===== config.mk =====
export PLATFORM = sky130hd
export DESIGN_NAME = mem_access_unit
export DESIGN_NICKNAME = d
export VERILOG_FILES = /design/src/rtl/mem_access_unit_pkg.sv /design/src/rtl/mem_access_unit_byte_lane_extract.sv /design/src/rtl/mem_access_unit.sv
export SDC_FILE = /design/constraint.sdc
export NUM_CORES = 1
export LEC_CHECK = 0
export ABC_AREA = 1
export CORE_ASPECT_RATIO = 0.9
export CORE_MARGIN = 8
export CORE_UTILIZATION = 40
export DETAILED_ROUTE_END_ITERATION = 7
export PLACE_DENSITY = 0.83
export SLEW_MARGIN = 40
export SYNTH_ARGS = -nofsm -noshare
export SYNTH_HDL_FRONTEND = slang
export SYNTH_SLANG_ARGS = --single-unit

===== constraint.sdc =====
create_clock -name clk -period 2.05 [get_ports clk]
set_input_delay 0.41 -clock clk [delete_from_list [all_inputs] [get_ports clk]]
set_output_delay 0.41 -clock clk [all_outputs]
set_load 0.005 [all_outputs]

===== src/rtl/mem_access_unit_pkg.sv =====
// Shared types and helpers for the memory-access engine.
// Error codes returned with every response, plus a width helper.
package mem_access_unit_pkg;

  typedef enum logic [1:0] {
    MEM_OK       = 2'b00,
    MEM_MISALIGN = 2'b01,
    MEM_TIMEOUT  = 2'b10
  } lc3b_mem_err;

  // $clog2 that never returns less than 1, for sizing index/counter vectors
  function automatic int unsigned clog2_min1(input int unsigned v);
    return (v <= 1) ? 1 : $clog2(v);
  endfunction

endpackage


===== src/rtl/mem_access_unit_byte_lane_extract.sv =====
// Selects one byte lane of a bus word and zero- or sign-extends it to the full word.
// Purely combinational.
module byte_lane_extract
  import mem_access_unit_pkg::*;
#(
  parameter int unsigned WORD_WIDTH = 16,
  localparam int unsigned LANE_W = clog2_min1(WORD_WIDTH / 8)
) (
  input  logic [WORD_WIDTH-1:0] data,
  input  logic [LANE_W-1:0]     lane,
  input  logic                  is_signed,
  output logic [WORD_WIDTH-1:0] word
);

  logic [7:0] lane_byte;

  always_comb begin
    lane_byte = 8'(data >> {lane, 3'b000});
    if (is_signed) begin
      word = WORD_WIDTH'($signed(lane_byte));
    end else begin
      word = WORD_WIDTH'(lane_byte);
    end
  end

endmodule


===== src/rtl/mem_access_unit.sv =====
// Load/store engine between the MAR/MDR datapath and the memory bus: one request per
// handshake, byte-lane steering, misalignment rejection and a bus timeout.
module mem_access_unit
  import mem_access_unit_pkg::*;
#(
  parameter int unsigned WORD_WIDTH     = 16,
  parameter int unsigned ADDR_WIDTH     = 16,
  parameter int unsigned TIMEOUT_CYCLES = 255,
  localparam int unsigned LANES         = WORD_WIDTH / 8
) (
  input  logic                  clk,
  input  logic                  rst,
  input  logic                  req_valid,
  output logic                  req_ready,
  input  logic                  req_write,
  input  logic                  req_size,
  input  logic                  req_signed,
  input  logic [ADDR_WIDTH-1:0] req_addr,
  input  logic [WORD_WIDTH-1:0] req_wdata,
  output logic                  resp_valid,
  output logic [WORD_WIDTH-1:0] resp_rdata,
  output logic [1:0]            resp_err,
  output logic [ADDR_WIDTH-1:0] mem_address,
  output logic [WORD_WIDTH-1:0] mem_wdata,
  output logic                  mem_read,
  output logic                  mem_write,
  output logic [LANES-1:0]      mem_byte_enable,
  input  logic [WORD_WIDTH-1:0] mem_rdata,
  input  logic                  mem_resp
);

  localparam int unsigned OFF_W   = clog2_min1(LANES);
  localparam int unsigned CNT_W   = clog2_min1(TIMEOUT_CYCLES + 1);
  localparam int unsigned TO_LAST = (TIMEOUT_CYCLES == 0) ? 0 : TIMEOUT_CYCLES - 1;

  typedef enum logic [1:0] {
    ST_IDLE,
    ST_ACCESS,
    ST_DONE
  } state_t;

  state_t                 state, state_nxt;
  logic [CNT_W-1:0]       cnt, cnt_nxt;
  logic                   lat_size, lat_size_nxt;
  logic                   lat_signed, lat_signed_nxt;
  logic                   req_ready_nxt;
  logic                   mem_read_nxt, mem_write_nxt;
  logic [LANES-1:0]       be_nxt;
  logic [ADDR_WIDTH-1:0]  addr_nxt;
  logic [WORD_WIDTH-1:0]  wdata_nxt;
  logic [WORD_WIDTH-1:0]  rdata_nxt;
  logic [WORD_WIDTH-1:0]  ext_word;
  logic                   resp_valid_nxt;
  lc3b_mem_err            err_nxt;
  logic [OFF_W-1:0]       req_off, lat_off;

  // Byte offset within the word; a single-lane bus has no offset bits
  assign req_off = (LANES > 1) ? OFF_W'(req_addr) : '0;
  assign lat_off = (LANES > 1) ? OFF_W'(mem_address) : '0;

  byte_lane_extract #(.WORD_WIDTH(WORD_WIDTH)) u_extract (
    .data      (mem_rdata),
    .lane      (lat_off),
    .is_signed (lat_signed),
    .word      (ext_word)
  );

  // State and registered outputs; reset drops the strobes immediately
  always_ff @(posedge clk or posedge rst) begin
    if (rst) begin
      state           <= ST_IDLE;
      cnt             <= '0;
      lat_size        <= 1'b0;
      lat_signed      <= 1'b0;
      req_ready       <= 1'b1;
      mem_read        <= 1'b0;
      mem_write       <= 1'b0;
      mem_byte_enable <= '0;
      mem_address     <= '0;
      mem_wdata       <= '0;
      resp_valid      <= 1'b0;
      resp_rdata      <= '0;
      resp_err        <= MEM_OK;
    end else begin
      state           <= state_nxt;
      cnt             <= cnt_nxt;
      lat_size        <= lat_size_nxt;
      lat_signed      <= lat_signed_nxt;
      req_ready       <= req_ready_nxt;
      mem_read        <= mem_read_nxt;
      mem_write       <= mem_write_nxt;
      mem_byte_enable <= be_nxt;
      mem_address     <= addr_nxt;
      mem_wdata       <= wdata_nxt;
      resp_valid      <= resp_valid_nxt;
      resp_rdata      <= rdata_nxt;
      resp_err        <= err_nxt;
    end
  end

  // Next-state and next-output logic; everything holds unless changed below
  always_comb begin
    state_nxt      = state;
    cnt_nxt        = cnt;
    lat_size_nxt   = lat_size;
    lat_signed_nxt = lat_signed;
    mem_read_nxt   = mem_read;
    mem_write_nxt  = mem_write;
    be_nxt         = mem_byte_enable;
    addr_nxt       = mem_address;
    wdata_nxt      = mem_wdata;
    resp_valid_nxt = 1'b0;
    rdata_nxt      = resp_rdata;
    err_nxt        = lc3b_mem_err'(resp_err);

    case (state)
      ST_IDLE: begin
        if (req_valid) begin
          lat_size_nxt   = req_size;
          lat_signed_nxt = req_signed;
          addr_nxt       = req_addr;
          if (!req_size && (req_off != '0)) begin
            // Misaligned word: answer straight away, never touch the bus
            state_nxt      = ST_DONE;
            resp_valid_nxt = 1'b1;
            err_nxt        = MEM_MISALIGN;
            rdata_nxt      = '0;
          end else begin
            state_nxt     = ST_ACCESS;
            cnt_nxt       = '0;
            mem_read_nxt  = !req_write;
            mem_write_nxt = req_write;
            if (!req_write) begin
              be_nxt    = '0;
              wdata_nxt = '0;
            end else if (req_size) begin
              be_nxt    = LANES'(1) << req_off;
              wdata_nxt = {LANES{req_wdata[7:0]}};
            end else begin
              be_nxt    = '1;
              wdata_nxt = req_wdata;
            end
          end
        end
      end

      ST_ACCESS: begin
        if (mem_resp) begin
          // A response in the expiry cycle still counts as success
          state_nxt      = ST_DONE;
          mem_read_nxt   = 1'b0;
          mem_write_nxt  = 1'b0;
          be_nxt         = '0;
          resp_valid_nxt = 1'b1;
          err_nxt        = MEM_OK;
          if (!mem_read) begin
            rdata_nxt = '0;
          end else if (lat_size) begin
            rdata_nxt = ext_word;
          end else begin
            rdata_nxt = mem_rdata;
          end
        end else if ((TIMEOUT_CYCLES != 0) && (cnt == CNT_W'(TO_LAST))) begin
          state_nxt      = ST_DONE;
          mem_read_nxt   = 1'b0;
          mem_write_nxt  = 1'b0;
          be_nxt         = '0;
          resp_valid_nxt = 1'b1;
          err_nxt        = MEM_TIMEOUT;
          rdata_nxt      = '0;
        end else begin
          cnt_nxt = cnt + CNT_W'(1);
        end
      end

      ST_DONE: begin
        state_nxt = ST_IDLE;
      end

      default: begin
        state_nxt = ST_IDLE;
      end
    endcase

    req_ready_nxt = (state_nxt == ST_IDLE);
  end

endmodule


==> results.json, run 1 <==
{
  "status": "finished clean",
  "antenna_found_initial": 0,
  "die_y_um": 101,
  "syn_inst": 374,
  "ff2ff_path_depth": 9,
  "cpLargestDelayFamily": "flip-flops",
  "p_int_mw": 3.26,
  "drcViolationCount": 0,
  "crit_arrival_ps": 1340,
  "initialDrtViolationCount": 139,
  "core.rowCount": 31,
  "design_area_um2": 4580,
  "finalCritPeriodShare": 0.853,
  "numPortBuffers": 110,
  "hold_viol": 0,
  "tns_ps": 0,
  "grt_usage": 0.160,
  "relSlewSlack": 0.648,
  "synth_seq_cells": 68,
  "cts-hold-fix-buffers": 0,
  "dpl.cell_count": 577,
  "htreeDepth": 3,
  "routabilityCongestion": 0.849,
  "insertion_delay_ps": 330,
  "reg2reg_from": "cnt[0]",
  "switching_power_mw": 1.57,
  "rsz0062_at_grt": "false",
  "p_per_area_nw_per_um2": 1050,
  "ant_nets": 0,
  "syn_area_um2": 3200,
  "drive_above_1_share": 0.103,
  "startpoint": "req_ready",
  "clkPwrFrac": 0.196,
  "max_freq_mhz": 572,
  "die_x_um": 110,
  "ys_types": 28,
  "utilization": 0.579,
  "crit_buf_inv": 1,
  "leakage_nw": 2.19,
  "post-route-min-period_ps": 1750,
  "cts_root_buf": "clkbuf_8",
  "tightest_slew_ps": 526,
  "rr_endpoint": "mem_byte_enable[0]",
  "cp.required_ps": 1640,
  "path_class": "reg2out",
  "crit_path_max_incr_delay_ps": 510,
  "initial_core_util": 0.404,
  "maxCapViolCount": 0,
  "dieArea_um2": 11100,
  "grt_max_degree": 27,
  "synthesis.nets": 431,
  "grt_pass1_vias": 2979,
  "yosys_warnings": 0,
  "end_kind": "output port",
  "num_io_pins": 111,
  "dr.pass1.iters": 4,
  "vdd_drop_max_mv": 0.460,
  "antenna_cells": 0,
  "comb_power_share": 0.381,
  "report.final.slew_viol_count": 0,
  "viasPerCell": 4.90,
  "setup_viol": 0,
  "synth.avg_cell_area_um2": 8.55,
  "dp_hpwl_um": 6520,
  "grt-ovfl-total": 0,
  "cts_tree": "done",
  "syn2layout_area_growth_pct": 43.2,
  "power_mw": 4.83,
  "crit_chain": "clkdlybuf4s50_1",
  "fin_cells": 593,
  "wl_um": 8650,
  "start_kind": "flop",
  "seqPwrFrac": 0.423,
  "cts-resized-gates": 0,
  "num_vias": 2908,
  "path_max_fanout": 1,
  "num-nets-final": 546,
  "r2r_slack_ps": 420,
  "core_um2": 7910,
  "cts_sinks": 68,
  "cts.path.max_buffers": 2,
  "cts-buffers-inserted": 9,
  "grt_pass1_wl_um": 14100,
  "slowest_stage": "dfstp_2",
  "yosysSeqAreaShare": 0.532,
  "wl_per_cell_um": 14.6,
  "swShare": 0.325,
  "skew_ps": 7.49,
  "hold_path_class": "in2async",
  "cts_setup_buffers": 0,
  "clk_pin_slew_ps": 70,
  "place_area_um2": 4410
}
[cell type report]
cell class                      count  area (µm²)
Tap cell                           99         124
Inverter                           36         141
Clock inverter                      5        27.5
Timing Repair Buffer              121        1210
Clock buffer                       11         141
Multi-Input combinational cell    253        1230
Fill cell                         730        3330
Sequential cell                    68        1700
[how the worst max path moves through the flow]
stage / end / slack, ps / cells after the start
2_1_floorplan: cnt[1] / 760 / 8
3_3_place_gp: cnt[5] / 260 / 6
3_5_place_dp: mem_read / 200 / 6
4_1_cts: req_ready / 280 / 1
5_1_grt: mem_read / 240 / 9
6_report: req_ready / 300 / 1
[layer usage]
metal	global-route usage	vias up	part of all wire
met5	0	-	0
met4	0.0583	0	0.014
met3	0.0563	10	0.085
met2	0.249	101	0.47
met1	0.198	1367	0.43
li1	-	1430	-
[Yosys cell counts]
master	number	area [µm²]
nand2_1	134	503
dfrtp_1	67	1680
nand3_1	34	170
inv_1	32	120
o21ai_0	15	75.1
nor2_1	11	41.3
nand4_1	9	56.3
o21ai_1	9	45.0
o211ai_1	8	60.1
buf_6	6	67.6
o2111ai_1	6	52.6
or2_2	6	37.5
buf_2	5	25.0
clkbuf_1	4	15.0
nand2_2	4	25.0
inv_2	3	11.3
nor2_4	3	33.8
nor3_1	3	15.0
buf_4	2	15.0
ha_1	2	25.0
nand3_2	2	20.0
o21ai_2	2	17.5
xor2_1	2	17.5
dfstp_2	1	26.3
inv_4	1	6.26
nand2_4	1	11.3
nor2_8	1	20.0
xnor2_1	1	8.76
[registers in the layout (all words and copies together) (netlist names)]
signal and count:
cnt 8, lat_signed 1, lat_size 1, mem_address 16
mem_byte_enable 2, mem_read 1, mem_wdata 16, mem_write 1
req_ready 1, resp_err 2, resp_rdata 16, resp_valid 1
state 2
[layout by cell type, fill, tap and decap left out, drive strengths merged]
cell type and instances:
nand4 9, o2111ai 6, nand2 139, o211ai 8, xnor2 1, xor2 2, nor2 15, or2 6
clkinv 4, clkinvlp 2, dfstp 1, buf 11, o21ai 26, ha 2, nand3 36, nor3 3
inv 35, clkbuf 11, clkdlybuf4s50 110, dfrtp 67
[cells by family after synthesis]
family,count (synthesis),share of synthesized area
simple gates,208,0.292
flops,68,0.532
buf+inv,53,0.0814
compound gates,40,0.0782
xor+xnor,3,0.00822
fa+ha+maj,2,0.00782
[per-stage QoR]
stage	setup slack [ps]	hold slack [ps]
after detailed placement	200	464
final	300	463
after global routing	238	475
after global placement	260	459
after floorplan	758	465
after CTS	283	459
[power groups by stage]
stage / Sequential, mW / Clock [mW] / Combinational [mW]
3_5_place_dp: 2.06 / 0 / 1.86
5_1_grt: 2.10 / 1.04 / 2.03
4_1_cts: 2.05 / 0.977 / 1.87
6_report: 2.04 / 0.949 / 1.84
3_3_place_gp: 2.05 / 0 / 1.82
2_1_floorplan: 2.06 / 0 / 0.742
No activity file was read; power rests on OpenSTA's default activity.
==> inputs of run 2 (changes only) <==
--- a/config.mk
+++ b/config.mk
@@ -9,6 +9,7 @@
 export CORE_ASPECT_RATIO = 0.9
 export CORE_MARGIN = 8
 export CORE_UTILIZATION = 40
+export CTS_BUF_LIST = sky130_fd_sc_hd__clkbuf_8
 export DETAILED_ROUTE_END_ITERATION = 7
 export PLACE_DENSITY = 0.83
 export SLEW_MARGIN = 40
==> run 2 against run 1 <==
Against the previous run: routed wire length down 0.25%; sequential power about the same; worst hold slack worse by 3.0 ps; register-to-register slack barely moved; critical path type unchanged; largest power group unchanged.
==> results.json, run 2 (synthesized netlist as in run 1, its figures left out) <==
{
  "hold_path_class": "in2async",
  "post-route-min-period_ps": 1750,
  "crit_buf_inv": 1,
  "leakage_nw": 2.19,
  "initial_core_util": 0.404,
  "dr.pass1.iters": 4,
  "vdd_drop_max_mv": 0.459,
  "syn2layout_area_growth_pct": 43.2,
  "p_per_area_nw_per_um2": 1050,
  "maxCapViolCount": 0,
  "dp_hpwl_um": 6520,
  "viasPerCell": 4.90,
  "report.final.slew_viol_count": 0,
  "num-nets-final": 546,
  "cp-endpoint": "req_ready",
  "dieArea_um2": 11100,
  "antenna_cells": 0,
  "core_um2": 7910,
  "cts_setup_buffers": 0,
  "setup_viol": 0,
  "cts.path.max_buffers": 2,
  "max_freq_mhz": 572,
  "wl_um": 8630,
  "hold_viol": 0,
  "grt_usage": 0.160,
  "die_x_um": 110,
  "status": "finished clean",
  "end_kind": "output port",
  "die_y_um": 101,
  "cp.required_ps": 1640,
  "num_vias": 2907,
  "htreeDepth": 3,
  "finalCritPeriodShare": 0.853,
  "grt_pass1_wl_um": 14100,
  "rr_endpoint": "mem_byte_enable[0]",
  "relSlewSlack": 0.652,
  "reg2reg_from": "cnt[0]",
  "cts_tree": "done",
  "tightest_slew_ps": 521,
  "final_cell_mix": "nand2_1 (134), clkdlybuf4s50_1 (110), dfrtp_1 (67)",
  "crit_arrival_ps": 1340,
  "routabilityCongestion": 0.849,
  "num_io_pins": 111,
  "crit_path_max_incr_delay_ps": 510,
  "cts_sinks": 68,
  "clk_pin_slew_ps": 70,
  "start_kind": "flop",
  "cts-resized-gates": 0,
  "antenna_found_initial": 0,
  "drcViolationCount": 0,
  "layout_commonest_cell": "nand2_1",
  "startpoint": "req_ready",
  "power_mw": 4.82,
  "regArea_um2": 1700,
  "multi_input_area_um2": 1230,
  "critical_path_depth": 1,
  "fin_cells": 593,
  "cts_root_buf": "clkbuf_8",
  "grt_pass1_vias": 2981,
  "hold_ws_ps": 460,
  "dpl.cell_count": 577,
  "insertion_delay_ps": 340,
  "core.rowCount": 31,
  "top_regs": "mem_address (16), mem_wdata (16), resp_rdata (16)",
  "skew_ps": 7.49,
  "r2r_slack_ps": 420,
  "fillers": 730,
  "numPortBuffers": 110,
  "slowest_stage": "dfstp_2",
  "drive_above_1_share": 0.103,
  "grt-ovfl-total": 0,
  "path_max_fanout": 1,
  "ff2ff_path_depth": 9,
  "tns_ps": 0,
  "initialDrtViolationCount": 122,
  "cts-buffers-inserted": 9,
  "path_class": "reg2out",
  "cts-hold-fix-buffers": 0,
  "wl_per_cell_um": 14.6,
  "rsz0062_at_grt": "false",
  "cpLargestDelayFamily": "flip-flops",
  "crit_chain": "clkdlybuf4s50_1",
  "grt_max_degree": 27,
  "ant_nets": 0
}
## run 2: cell count changes in the layout (fill, tap and decap cells not counted), sizes merged
cell	previous run	this run
clkbuf	11	10
inv	35	36
## run 2: metrics by stage
| stage | util | cell area, µm² | setup slack, ps |
|---|---|---|---|
| 2_1_floorplan | - | 3200 | 758 |
| 3_3_place_gp | 0.558 | 4410 | 260 |
| 3_5_place_dp | 0.558 | 4410 | 200 |
| 4_1_cts | 0.579 | 4580 | 283 |
| 5_1_grt | 0.579 | 4580 | 238 |
| 6_report | 0.579 | 4580 | 302 |
## run 2: layout make-up
class | count | area share
clock buffer | 10 | 0.0300
clock inverter | 6 | 0.00683
inverter | 36 | 0.0309
multi-input combinational | 253 | 0.270
sequential | 68 | 0.372
tap | 99 | 0.0270
timing repair buffer | 121 | 0.264
## run 2: where the power goes
group / switching [mW] / internal, mW
clock network: 0.483 / 0.458
registers: 0.269 / 1.77
logic: 0.814 / 1.03
## run 2: worst min-delay path by stage
| stage | to | depth (start not counted) | slack (ps) | startpoint |
|---|---|---|---|---|
| global placement | mem_wdata[14] | 2 | 460 | mem_wdata[14] |
| floorplan | mem_wdata[13] | 2 | 460 | mem_wdata[13] |
| CTS | cnt[3] | 2 | 460 | rst |
| finish | cnt[1] | 2 | 460 | rst |
| detailed placement | mem_address[4] | 2 | 460 | mem_address[4] |
| global route | cnt[3] | 2 | 470 | rst |
## run 2: layer usage
layer / GRT usage / share of wire
met2: 0.249 / 0.47
met3: 0.0563 / 0.084
met1: 0.198 / 0.43
met5: 0 / 0
met4: 0.0583 / 0.014
